$ cat src/rtl/branch_predictor_bht_if.sv
// Fetch/execute interface of the branch history table.
//   master : fetch/execute side; drives fetch_pc/fetch_is_br/fetch_valid and
//            ex_resolve/ex_taken, and receives the prediction, the stall,
//            the mispredict/resolve_err pulses and the performance counters.
//   slave  : the predictor itself.
interface branch_predictor_bht_if #(
    parameter int CNT_WIDTH = 16
);
    logic [31:0]          fetch_pc;
    logic                 fetch_is_br;
    logic                 fetch_valid;
    logic                 pred_taken;
    logic                 fetch_stall;
    logic                 ex_resolve;
    logic                 ex_taken;
    logic                 mispredict;
    logic                 resolve_err;
    logic [CNT_WIDTH-1:0] br_count;
    logic [CNT_WIDTH-1:0] mp_count;

    modport master (
        output fetch_pc, fetch_is_br, fetch_valid, ex_resolve, ex_taken,
        input  pred_taken, fetch_stall, mispredict, resolve_err, br_count, mp_count
    );

    modport slave (
        input  fetch_pc, fetch_is_br, fetch_valid, ex_resolve, ex_taken,
        output pred_taken, fetch_stall, mispredict, resolve_err, br_count, mp_count
    );
endinterface

$ cat src/rtl/branch_predictor_bht.sv
// Branch history table of 2-bit saturating counters.
//   clk   : clock, all state changes on the rising edge
//   rst_n : asynchronous active-low reset
//   bus   : slave side of branch_predictor_bht_if
//           fetch_pc/fetch_is_br/fetch_valid -> pred_taken (combinational), fetch_stall
//           ex_resolve/ex_taken              -> mispredict, resolve_err (registered pulses)
//           br_count/mp_count                -> saturating performance counters
// Every predicted branch is queued in a small FIFO as {index, prediction} and
// popped in order when execute resolves it. A wrong prediction squashes all
// younger in-flight entries.
module branch_predictor_bht #(
    parameter int INDEX_BITS = 6,
    parameter int FIFO_DEPTH = 4,
    parameter int CNT_WIDTH  = 16
) (
    input  logic                   clk,
    input  logic                   rst_n,
    branch_predictor_bht_if.slave  bus
);
    localparam int BHT_SIZE = 2 ** INDEX_BITS;
    localparam int PTR_W    = $clog2(FIFO_DEPTH);

    function automatic logic [1:0] ctr_update(input logic [1:0] c, input logic up);
        if (up) return (c == 2'b11) ? c : c + 2'b01;
        else    return (c == 2'b00) ? c : c - 2'b01;
    endfunction

    function automatic logic [CNT_WIDTH-1:0] sat_inc(input logic [CNT_WIDTH-1:0] v);
        return (&v) ? v : v + {{(CNT_WIDTH-1){1'b0}}, 1'b1};
    endfunction

    logic [1:0]            bht      [BHT_SIZE];
    logic [INDEX_BITS-1:0] fifo_idx [FIFO_DEPTH];
    logic                  fifo_pred[FIFO_DEPTH];
    logic [PTR_W-1:0]      head, tail;
    logic [PTR_W:0]        count;

    logic [INDEX_BITS-1:0] fetch_idx;
    logic                  full, push, pop, flush, err;
    logic                  mispredict_p1, resolve_err_p1;
    logic [CNT_WIDTH-1:0]  br_count_p1, mp_count_p1;
    logic                  unused_pc_bits;

    assign fetch_idx      = bus.fetch_pc[INDEX_BITS+1:2];
    assign unused_pc_bits = ^{bus.fetch_pc[31:INDEX_BITS+2], bus.fetch_pc[1:0]};

    // No bypass: the prediction reads the table as it stood before this edge.
    assign bus.pred_taken  = bht[fetch_idx][1];
    assign full            = (count == (PTR_W+1)'(FIFO_DEPTH));
    assign bus.fetch_stall = full;

    assign pop   = bus.ex_resolve && (count != '0);
    assign err   = bus.ex_resolve && (count == '0);
    assign flush = pop && (bus.ex_taken != fifo_pred[head]);
    // Stall uses pre-pop fullness, so a full FIFO never accepts a push even
    // when a slot frees up in the same cycle.
    assign push  = bus.fetch_valid && bus.fetch_is_br && !full && !flush;

    // Stage p1: table, FIFO control, pulses and counters
    always_ff @(posedge clk or negedge rst_n) begin
        if (!rst_n) begin
            for (int i = 0; i < BHT_SIZE; i++) bht[i] <= 2'b01;
            head           <= '0;
            tail           <= '0;
            count          <= '0;
            mispredict_p1  <= 1'b0;
            resolve_err_p1 <= 1'b0;
            br_count_p1    <= '0;
            mp_count_p1    <= '0;
        end else begin
            mispredict_p1  <= flush;
            resolve_err_p1 <= err;
            if (pop) begin
                bht[fifo_idx[head]] <= ctr_update(bht[fifo_idx[head]], bus.ex_taken);
                br_count_p1         <= sat_inc(br_count_p1);
                if (flush) mp_count_p1 <= sat_inc(mp_count_p1);
            end
            if (flush) begin
                // Squash everything younger; a same-cycle push was already blocked.
                head  <= tail;
                count <= '0;
            end else begin
                if (push) tail <= tail + PTR_W'(1);
                if (pop)  head <= head + PTR_W'(1);
                count <= count + (PTR_W+1)'(push) - (PTR_W+1)'(pop);
            end
        end
    end

    // FIFO payload carries no reset; validity is tracked by count alone.
    always_ff @(posedge clk) begin
        if (push) begin
            fifo_idx[tail]  <= fetch_idx;
            fifo_pred[tail] <= bus.pred_taken;
        end
    end

    assign bus.mispredict  = mispredict_p1;
    assign bus.resolve_err = resolve_err_p1;
    assign bus.br_count    = br_count_p1;
    assign bus.mp_count    = mp_count_p1;
endmodule

$ cat src/flat_wrapper.sv
// flat-port wrapper written by rule: the top's interface ports become plain ports
module branch_predictor_bht_flat 
#(
    parameter int INDEX_BITS = 6,
    parameter int FIFO_DEPTH = 4,
    parameter int CNT_WIDTH  = 16
)
  (clk, rst_n, bus_fetch_pc, bus_fetch_is_br, bus_fetch_valid, bus_ex_resolve, bus_ex_taken, bus_pred_taken, bus_fetch_stall, bus_mispredict, bus_resolve_err, bus_br_count, bus_mp_count);
  branch_predictor_bht_if #(.CNT_WIDTH(CNT_WIDTH)) bus_i ();
  input  logic clk;
  input  logic rst_n;
  input wire logic [$bits(bus_i.fetch_pc)-1:0] bus_fetch_pc;
  input wire logic [$bits(bus_i.fetch_is_br)-1:0] bus_fetch_is_br;
  input wire logic [$bits(bus_i.fetch_valid)-1:0] bus_fetch_valid;
  input wire logic [$bits(bus_i.ex_resolve)-1:0] bus_ex_resolve;
  input wire logic [$bits(bus_i.ex_taken)-1:0] bus_ex_taken;
  output wire logic [$bits(bus_i.pred_taken)-1:0] bus_pred_taken;
  output wire logic [$bits(bus_i.fetch_stall)-1:0] bus_fetch_stall;
  output wire logic [$bits(bus_i.mispredict)-1:0] bus_mispredict;
  output wire logic [$bits(bus_i.resolve_err)-1:0] bus_resolve_err;
  output wire logic [$bits(bus_i.br_count)-1:0] bus_br_count;
  output wire logic [$bits(bus_i.mp_count)-1:0] bus_mp_count;
  assign bus_i.fetch_pc = bus_fetch_pc;
  assign bus_i.fetch_is_br = bus_fetch_is_br;
  assign bus_i.fetch_valid = bus_fetch_valid;
  assign bus_i.ex_resolve = bus_ex_resolve;
  assign bus_i.ex_taken = bus_ex_taken;
  assign bus_pred_taken = bus_i.pred_taken;
  assign bus_fetch_stall = bus_i.fetch_stall;
  assign bus_mispredict = bus_i.mispredict;
  assign bus_resolve_err = bus_i.resolve_err;
  assign bus_br_count = bus_i.br_count;
  assign bus_mp_count = bus_i.mp_count;
  branch_predictor_bht #(.INDEX_BITS(INDEX_BITS), .FIFO_DEPTH(FIFO_DEPTH), .CNT_WIDTH(CNT_WIDTH)) u_core (.clk(clk), .rst_n(rst_n), .bus(bus_i));
endmodule
$ cat config.mk
export PLATFORM = sky130hd
export DESIGN_NAME = branch_predictor_bht_flat
export DESIGN_NICKNAME = d
export VERILOG_FILES = /design/src/rtl/branch_predictor_bht_if.sv /design/src/rtl/branch_predictor_bht.sv /design/src/flat_wrapper.sv
export SDC_FILE = /design/constraint.sdc
export NUM_CORES = 1
export LEC_CHECK = 0
export BUFFER_PORTS_ARGS = -buffer_cell sky130_fd_sc_hd__buf_2
export CAP_MARGIN = 40
export CORE_UTILIZATION = 50
export DETAILED_ROUTE_END_ITERATION = 8
export HOLD_SLACK_MARGIN = 0.03
export MAX_ROUTING_LAYER = met4
export PLACE_DENSITY_LB_ADDON = 0.1
export SYNTH_ARGS = -nofsm -noshare
export SYNTH_HDL_FRONTEND = slang
export SYNTH_SLANG_ARGS = --single-unit
$ cat constraint.sdc
create_clock -name clk -period 7.7 [get_ports clk]
set_input_delay 0.77 -clock clk [delete_from_list [all_inputs] [get_ports clk]]
set_output_delay 0.77 -clock clk [all_outputs]
set_load 0.01 [all_outputs]
Word-level counts from Yosys, hierarchy flattened
Memories as Yosys holds them, arrays and structs flattened.
Index checks and enable logic that the tools add are counted.
{ "op_classes": {"bitwise": 5, "n_addsub": 8, "magnitude_cmp": 3, "mux": 18, "eq_ne": 3, "n_reduce_logical": 18} }
{ "ops": {"columns": ["cell", "count"], "rows": [
  ["$bwmux W128", 1],
  ["$add A16 B1 Y16 const B", 2],
  ["$reduce_and A16 Y1", 2],
  ["$bmux W2 S6", 2],
  ["$mux W2", 11],
  ["$ge A7 B7 Y1 const B", 2],
  ["$not A6 Y7", 2],
  ["$demux W2 S6", 1],
  ["$logic_and A1 B1 Y1", 7],
  ["$lt A7 B1 Y1 const B", 1],
  ["$add A2 B1 Y2 const B", 3],
  ["$reduce_and A2 Y1", 2],
  ["$add A3 B1 Y3", 1],
  ["$eq A3 B3 Y1 const B", 1],
  ["$logic_not A3 Y1", 1],
  ["$mux W3", 1],
  ["$not A1 Y1", 3],
  ["$reduce_and A3 Y1", 1],
  ["$reduce_bool A3 Y1", 1],
  ["$sub A3 B1 Y3", 1],
  ["$eq A2 B2 Y1 const B", 1],
  ["$logic_not A1 Y1", 2],
  ["$logic_not A2 Y1", 1],
  ["$mux W1", 2],
  ["3 further kinds", 3]
]} }
{ "word_totals": {"reg_bits": 169, "n_memories": 2, "output_inout_bits": 36, "in_bits": 38, "elab_cells": 128, "ram_bits": 28} }
{ "memory_table": {"columns": ["memory", "depth", "width", "rd", "rd_ports_with_merged_regs", "wr", "line", "source"], "rows": [
  ["u_core.fifo_idx", 4, 6, 1, 0, 1, "branch_predictor_bht.sv:33", "logic [INDEX_BITS-1:0] fifo_idx [FIFO_DEPTH];"],
  ["u_core.fifo_pred", 4, 1, 1, 0, 1, "branch_predictor_bht.sv:34", "logic fifo_pred[FIFO_DEPTH];"]
]} }

Depth between registers and ports, before layout
Gate-level depths: netlist of the first run.
An unclocked memory read counts as a cell.
{ "depth": {"depth_word": 10, "depth_mapped": 14, "mapped_depth_nobuf": 10} }

Least setup slack after synthesis of the first run
Ideal clock, no wire load.
{ "synth_timing": {"path_kind": "input-to-output", "start": "input port bus_fetch_pc[2]", "end": "output port bus_pred_taken", "required_time_ns": 6.930, "n_path_buf": 2, "path_stages": 5, "slack_ns": 3.690, "t_arrival_ns": 3.240, "path_cell_list": "clkbuf_1 -> buf_1 -> mux4_2 -> mux4_2 -> mux4_2"} }
{ "synth_via": {"elab_chain_cells": 4} }
{ "synth_lines": {"columns": ["item", "line", "source"], "rows": [
  ["start: declaration", "flat_wrapper.sv:12", "input wire logic [$bits(bus_i.fetch_pc)-1:0] bus_fetch_pc;"],
  ["$not A6 Y7 (not written as such)", "branch_predictor_bht.sv:48", "assign bus.pred_taken = bht[fetch_idx][1];"],
  ["$bmux W2 S6", "branch_predictor_bht.sv:48", null],
  ["$mux W2 (not written as such) (2 in a row)", "branch_predictor_bht.sv:48", null],
  ["end: declaration", "flat_wrapper.sv:17", "output wire logic [$bits(bus_i.pred_taken)-1:0] bus_pred_taken;"]
]} }
No other way between the ends. The select of a mux whose other input is x is not followed.

Worst setup path in the final report of the first run
{ "layout_timing": {"start": "register u_core.head[1]", "end": "register u_core.bht[4] in the netlist's numbering"} }
{ "layout_via": {"elab_chain_cells": 10, "word_cells_on_any_way": 19, "classes_between": "2 x add/sub; 2 x order compare; 1 x eq/ne; 10 x mux; 1 x bitwise; 2 x reduce/logical; 1 x memory"} }
{ "layout_lines": {"columns": ["item", "line", "source"], "rows": [
  ["start: declaration", "branch_predictor_bht.sv:35", "logic [PTR_W-1:0] head, tail;"],
  ["start signal: assignment", "branch_predictor_bht.sv:80", "head <= tail;"],
  ["start signal: assignment", "branch_predictor_bht.sv:84", "if (pop) head <= head + PTR_W'(1);"],
  ["$mem_v2 Z4 W6 (*)", null, null],
  ["$not A6 Y7 (not written as such) (*)", "branch_predictor_bht.sv:74", "bht[fifo_idx[head]] <= ctr_update(bht[fifo_idx[head]], bus.ex_taken);"],
  ["$bmux W2 S6", "branch_predictor_bht.sv:74", null],
  ["$mux W2 (not written as such) (2 in a row)", "branch_predictor_bht.sv:74", null],
  ["$sub A2 B1 Y2, or another cell as far along", "branch_predictor_bht.sv:25", "else return (c == 2'b00) ? c : c - 2'b01;"],
  ["$mux W2 (on tied branches)", "branch_predictor_bht.sv:25, branch_predictor_bht.sv:24", null],
  ["$mux W2", "branch_predictor_bht.sv:24", "if (up) return (c == 2'b11) ? c : c + 2'b01;"],
  ["$mux W2", "branch_predictor_bht.sv:73", "if (pop) begin"],
  ["$bwmux W128 (*)", "branch_predictor_bht.sv:74", null],
  ["end signal: indexed assignment", "branch_predictor_bht.sv:74", null],
  ["end: declaration", "branch_predictor_bht.sv:32", "logic [1:0] bht [BHT_SIZE];"]
]} }
Every way passes the cells marked *; elsewhere a longest branch is shown, timed or not. The select of a mux whose other input is x is not followed.
A chain may end at the register's enable or synchronous reset.

==> results of run 1 <==
## state kept, by name, indices dropped and copies added (netlist names)
| signal | flops |
|---|---|
| u_core.fifo_idx | 24 |
| u_core.bus.mispredict | 1 |
| u_core.count | 3 |
| u_core.tail | 2 |
| u_core.bus.mp_count | 16 |
| u_core.bus.br_count | 16 |
| u_core.head | 2 |
| u_core.bus.resolve_err | 1 |
| u_core.fifo_pred | 4 |
| u_core.bht | 128 |
## cells by family after synthesis
group,Yosys count,share of synthesized area
AND/OR/NAND/NOR,406,0.1728
AO/OA/AOI/OAI,245,0.1566
flip-flops,197,0.4682
buffers and inverters,97,0.04266
multiplexers,90,0.1209
XOR/XNOR,35,0.02787
adder cells (fa/ha/maj),9,0.01092
## stage by stage
step           hold WS (ns)  area, um2  utilization  setup slack (ns)
2_1_floorplan        0.4488      11000            -             3.690
3_3_place_gp         0.4570      11310       0.5313             2.619
3_5_place_dp         0.4604      11370       0.5339             2.528
4_1_cts              0.4111      11940       0.5610             2.498
5_1_grt              0.4382      11940       0.5610             2.233
6_report             0.3901      11940       0.5610             2.461
## cell type report
cell class,instances,area share
flip-flops and latches,197,0.4312
repair buffers,70,0.03646
multi-input cells,785,0.4533
clock buffers,19,0.03625
clock inverters,13,0.01205
well taps,275,0.02881
inverters,6,0.001886
## worst register-to-register path, stage by stage, from the launching register on
cell,delay (ns)
dfrtp_1,0.82
mux4_2,0.78
buf_4,0.53
mux2_2,0.40
a22oi_1,0.19
o211ai_1,0.11
a32oi_1,0.33
nand4_1,0.17
buf_4,0.32
a21oi_4,0.72
buf_4,0.59
o31ai_1,0.19
## cell usage in the layout (no fill, tap or decap), types with 16 or more instances in the layout
master / count
nand2_1: 168
dfrtp_1: 105
nor3_1: 100
o31ai_1: 81
a211oi_1: 66
dfstp_2: 64
a21oi_1: 50
buf_2: 45
nor2_1: 41
mux2i_1: 35
mux4_2: 32
edfxtp_1: 28
xnor2_1: 23
nand2b_1: 21
buf_4: 21
clkbuf_16: 17
nand4_1: 16
## how the worst max path moves through the flow
stage                         start        endpoint  cells after the start
finish               u_core.head[1]   u_core.bht[4]                     11
global route         u_core.head[1]  u_core.bht[42]                     11
CTS                  u_core.head[1]  u_core.bht[76]                     11
detailed placement   u_core.head[1]   u_core.bht[4]                     11
global placement     u_core.head[1]  u_core.bht[64]                     11
floorplan           bus_fetch_pc[2]  bus_pred_taken                      5
## per-layer routing
metal,GRT usage,share of wire,vias up
met5,-,0,-
met4,0.1000,0.024,0
met3,0.04818,0.057,54
met2,0.4134,0.46,283
met1,0.3888,0.46,4302
li1,-,-,4006
## synthesized netlist by cell type (23+ instances only)
cell type / instances / area share
a211oi_1: 66 / 0.045
o31ai_1: 81 / 0.055
a21oi_1: 50 / 0.023
xnor2_1: 23 / 0.018
dfstp_2: 64 / 0.15
nor3_1: 102 / 0.046
dfrtp_1: 105 / 0.24
nor2_1: 44 / 0.015
edfxtp_1: 28 / 0.076
mux2i_1: 35 / 0.032
clkbuf_1: 49 / 0.017
buf_2: 27 / 0.012
mux4_2: 32 / 0.066
nand2_1: 168 / 0.057
## power by group
part	internal, mW	total [mW]	switching (mW)
Sequential	1.46	1.72	0.259
Clock	0.458	0.891	0.432
Combinational	0.758	2.38	1.62
==> key figures, run 1 <==
STA
  • Maximum clock frequency: 0.1909 GHz
  • Setup TNS: 0 ns
  • Tmin final: roughly 5.2 ns
  • RSZ-0062 raised after global routing: no
  • Max_slew headroom: 0.3572
  • Slew @ Worst Pin: slightly below 1 ns
  • Setup violators final: 0
  • Final Hold Fails: 0
  • Period Utilization, post-route: 0.6804
  • Max Slew Vio Count: 0
  • Clock Skew: 0.01232 ns

Setup path
  • Worst setup EP type: register
  • Data arrival, critical path: 5.58 ns
  • Setup CP Type: register to register
  • CP cell instances: mux4_2 > buf_4 > mux2_2 > a22oi_1 > o211ai_1 > a32oi_1 > nand4_1 > buf_4 > a21oi_4 > buf_4 > o31ai_1
  • Crit start category: register
  • WP buf/inv: 3
  • RR Endpoint: u_core.bht[4]
  • CP peak stage delay: 0.82 ns
  • CP max stage cell: dfrtp_1
  • Crit-path most repeated cell: buf_4
  • R2r setup slk: about 2.5 ns
  • Delay-heaviest family, CP: compound AO/OA/AOI/OAI gates
  • Worst-case reg-to-reg path depth: 11
  • FF-to-FF Start: u_core.head[1]
  • Crit path max fanout: 40
  • CP Data Required Time: between 8 and 9 ns

Clock network
  • H-tree depth: 4
  • Clk_lat worst skew: 0.44 ns
  • Post-CTS setup buffers: 0
  • Post-cts resize count: 0
  • Worst-path clk slew: approximately 0.080 ns
  • CTS Buf Count: 17
  • Post-cts hold buffer count: 0
  • Clk sinks: slightly below 200
  • Root Buffer Master: clkbuf_16
  • CTS tree: built
  • Clock tree buffer depth: 2

Logic synthesis
  • Gate Count Post-Synth: between 1,000 and 1,500
  • Sequential element share of the synthesized area: 0.4682
  • FFs w/ async S/R, synth: 0.8579
  • Syn nets: 1,126
  • FF+latch count, synth: 197
  • Synth Warn #: 0
  • Count of cell types in the netlist: 57
  • Number of synthesized flops with an enable pin: 28
  • Top_reg_cell synth: dfrtp_1
  • Mean Syn Cell Area: roughly 10 um2
  • Synth Cell Area: 11,000 um2

Routing
  • Via density: between 6 and 7
  • Vias: ~8,600
  • DR WL/cell: between 20 and 25 um
  • Final ANT Viol Nets: 0
  • 1st-iter DRT viols: roughly 700
  • DRC viols: 0
  • Routed Wire Length: slightly below 30 mm
  • First-pass DRT Iterations: 5

Finish
  • Register Area: between 5000 and 6000 um2
  • Fillers: 1,855
  • Layout cells sized above 1: 0.2037
  • Final Net Count: about 1,100
  • Area added between synthesis and finish: 8.577%
  • Layout Cells excl Fill: 1,365
  • Diode count: 0
  • Area of the multi-input gates: approximately 5400 um2

GRT
  • Initial antenna violation count: 0
  • Largest net degree at the start of global routing: 85
  • Grt total ovfl: 0
  • First-pass GRT wire length: 46.42 mm
  • Global Route Usage Sum: 0.2804
  • Number of global-route vias before repair: 8,180

Floorplanning
  • FP Rows: 53
  • Num ports: 74
  • Die area: roughly 23,000 um2
  • Starting Density: 0.5167
  • Core Box Area: between 20,000 and 25,000 um2
  • Die height: 150.3 um
  • Die W: between 150 and 200 um

Pwr
  • Leak: 4.602 nW
  • PwrDens: around 420 nW/um2
  • Total power: between 4 and 5 mW
  • Maximum vdd drop: between 0.2 and 0.3 mV

Place
  • Placed cells: around 1,300
  • Gp weighted congestion: approximately 0.85
  • I/O Buffers: 47
  • HPWL after DPL: ~19 mm

Status
  • Status: completed

Worst hold path
  • Worst hold path type: input pin to async pin

Job
  • Maxcap violations: 0
Note: power is estimated with default switching activity, not from simulation.
==> run 2, diff against run 1 <==
Clock period 7.7 ns to 4.3 ns, I/O delays scaled along.
==> run 2 against run 1 <==
Against the previous run: sequential power increased by 77%; highest routed layer unchanged; sequential cell count unchanged; critical path type unchanged; largest cell class unchanged; combinational power increased by 94%; final cell count increased by 2.1%.
==> key figures, run 2 (synthesis results as in run 1) <==
Finish
  • Layout cells sized above 1: 0.2198
  • Diode count: 0
  • Most common cell after layout, fill and taps aside: nand2_1
  • Final Net Count: between 1,000 and 1,500
  • Fin util: 0.5730
  • Max reg flops: 128
  • Largest Register: u_core.bht
  • Top flop regs: u_core.bht (128), u_core.fifo_idx (24)
  • Area added between synthesis and finish: 10.90%
  • Most frequent cells in the layout: nand2_1 (168), dfrtp_1 (105), nor3_1 (100), o31ai_1 (81), a211oi_1 (66)

STA
  • Maximum clock frequency: about 0.25 GHz
  • Period Utilization, post-route: 0.9428
  • Max Slew Vio Count: 0
  • Max_slew headroom: 0.4193
  • Final Hold Fails: 0
  • RSZ-0062 raised after global routing: no
  • Slew @ Worst Pin: 0.8711 ns
  • Setup TNS: 0 ns
  • Setup violators final: 0
  • Tmin final: slightly above 4 ns
  • Clock Skew: approximately 0.011 ns

Routing
  • DRC viols: 0
  • Final ANT Viol Nets: 0
  • DR WL/cell: 21.28 um
  • 1st-iter DRT viols: slightly below 900
  • First-pass DRT Iterations: 5
  • Routed Wire Length: around 30 mm
  • Vias: 8,690
  • Via density: 6.234

Setup path
  • RR Endpoint: u_core.bht[30]
  • FF-to-FF Start: u_core.head[0]
  • Crit path max fanout: 30
  • Setup CP Type: register to register
  • Worst-case reg-to-reg path depth: 10
  • CP startpoint: u_core.head[0]
  • CP cell instances: mux4_2 > buf_12 > mux2_2 > a22oi_1 > o211ai_1 > a32oi_1 > nand4_1 > a31oi_4 > buf_4 > o31ai_1
  • Data arrival, critical path: roughly 4.4 ns
  • CP max stage cell: mux4_2
  • CP Capture Point: u_core.bht[30]
  • Crit start category: register
  • WP buf/inv: 2
  • Delay-heaviest family, CP: compound AO/OA/AOI/OAI gates
  • CP Data Required Time: 4.65 ns
  • Worst path depth: 10
  • Worst setup EP type: register
  • R2r setup slk: between 0.2 and 0.25 ns
  • CP peak stage delay: 0.77 ns

Floorplanning
  • Core Box Area: between 20,000 and 25,000 um2
  • Die area: approximately 23,000 um2
  • Num ports: between 70 and 80
  • Die W: 150.3 um
  • FP Rows: between 50 and 60
  • Starting Density: 0.5167
  • Die height: between 150 and 200 um

Status
  • Status: completed

Pwr
  • Maximum vdd drop: roughly 0.54 mV
  • Leak: 4.772 nW
  • PwrDens: 754.6 nW/um2

Clock network
  • Clk sinks: 197
  • CTS Buf Count: 17
  • Post-cts resize count: 0
  • CTS tree: built
  • Clk_lat worst skew: around 0.44 ns
  • Clock tree buffer depth: 2
  • Worst-path clk slew: roughly 0.08 ns
  • Root Buffer Master: clkbuf_16
  • H-tree depth: 4

Job
  • Maxcap violations: 0

Worst hold path
  • Hold path depth: 2
  • Worst hold path type: input pin to register

GRT
  • Largest net degree at the start of global routing: 80
  • Grt total ovfl: 0
  • First-pass GRT wire length: between 40 and 50 mm
  • Number of global-route vias before repair: 8,217
  • Initial antenna violation count: 0
  • Global Route Usage Sum: 0.2835

Place
  • Gp weighted congestion: between 0.8 and 0.9
  • HPWL after DPL: 19.34 mm
  • I/O Buffers: 47
==> run 2: changes by cell type in the layout (fill, tap and decap cells not counted), moves of 2 or more <==
cell | before | now
buf_4 | 21 | 46
buf_12 | 0 | 4
nor2_1 | 41 | 44
nor2_2 | 3 | 0
buf_16 | 0 | 2
buf_8 | 2 | 0
clkinvlp_4 | 3 | 1
inv_8 | 2 | 4
==> run 2: metrics by stage <==
step / setup slack, ns / hold WS [ns] / power [mW] / instance area [um2] / instances
3_5_place_dp: 0.2868 / 0.3570 / 7.652 / 11620 / 1358
2_1_floorplan: 0.9702 / 0.1344 / 6.160 / 11000 / 1079
5_1_grt: 0.09803 / 0.1968 / 9.762 / 12200 / 1394
4_1_cts: 0.2628 / 0.1840 / 9.216 / 12180 / 1391
6_report: 0.2461 / 0.2021 / 9.204 / 12200 / 1394
3_3_place_gp: 0.3745 / 0.4553 / 7.515 / 11560 / 1356
==> run 2: final cells by class <==
type / count / area (um2)
multi-input combinational: 785 / 5406
sequential: 197 / 5150
fill: 1810 / 9089
clock inverter: 13 / 115.1
tap: 275 / 344.1
clock buffer: 19 / 432.9
timing repair buffer: 99 / 726.9
inverter: 6 / 22.52
==> run 2: worst reg2reg max path, delay by kind of cell, from the launching register on <==
kind                   cells  cell delay (ns)
AOI/OAI and AO/OA          5             1.20
buffers and inverters      2             0.63
DFF                        1             0.57
muxes                      2             1.06
and+or+nand+nor            1             0.49
==> run 2: worst min path at each step <==
stage | startpoint | end | slack, ns
floorplan | rst_n | u_core.bht[101] | 0.13
global placement | u_core.bht[118] | u_core.bht[118] | 0.46
detailed placement | rst_n | u_core.bht[17] | 0.36
CTS | bus_ex_resolve | u_core.bus.resolve_err | 0.18
global route | bus_ex_resolve | u_core.bus.resolve_err | 0.20
finish | bus_ex_resolve | u_core.bus.resolve_err | 0.20
==> run 2: metal layers <==
| metal | wire [um] | GRT usage | vias to the layer above |
|---|---|---|---|
| met1 | 13610 | 0.3975 | 4312 |
| li1 | - | - | 4069 |
| met4 | 800 | 0.1061 | 0 |
| met3 | 1759 | 0.05061 | 44 |
| met5 | 0 | - | - |
| met2 | 13490 | 0.4097 | 265 |
==> run 2: report_power, final <==
| part | internal [mW] | total, mW | switching [mW] |
|---|---|---|---|
| Sequential | 2.61 | 3.05 | 0.440 |
| Combinational | 1.63 | 4.61 | 2.98 |
| Clock | 0.763 | 1.54 | 0.781 |
| Total | 5.01 | 9.20 | 4.20 |
==> run 2: what timing repair did <==
| action | in CTS | in global routing |
|---|---|---|
| endpoints found under the setup margin | 0 | 17 |
| hold buffers | 1 | 0 |
| setup buffers | 0 | 3 |
| endpoints found under the hold margin | 21 | 0 |
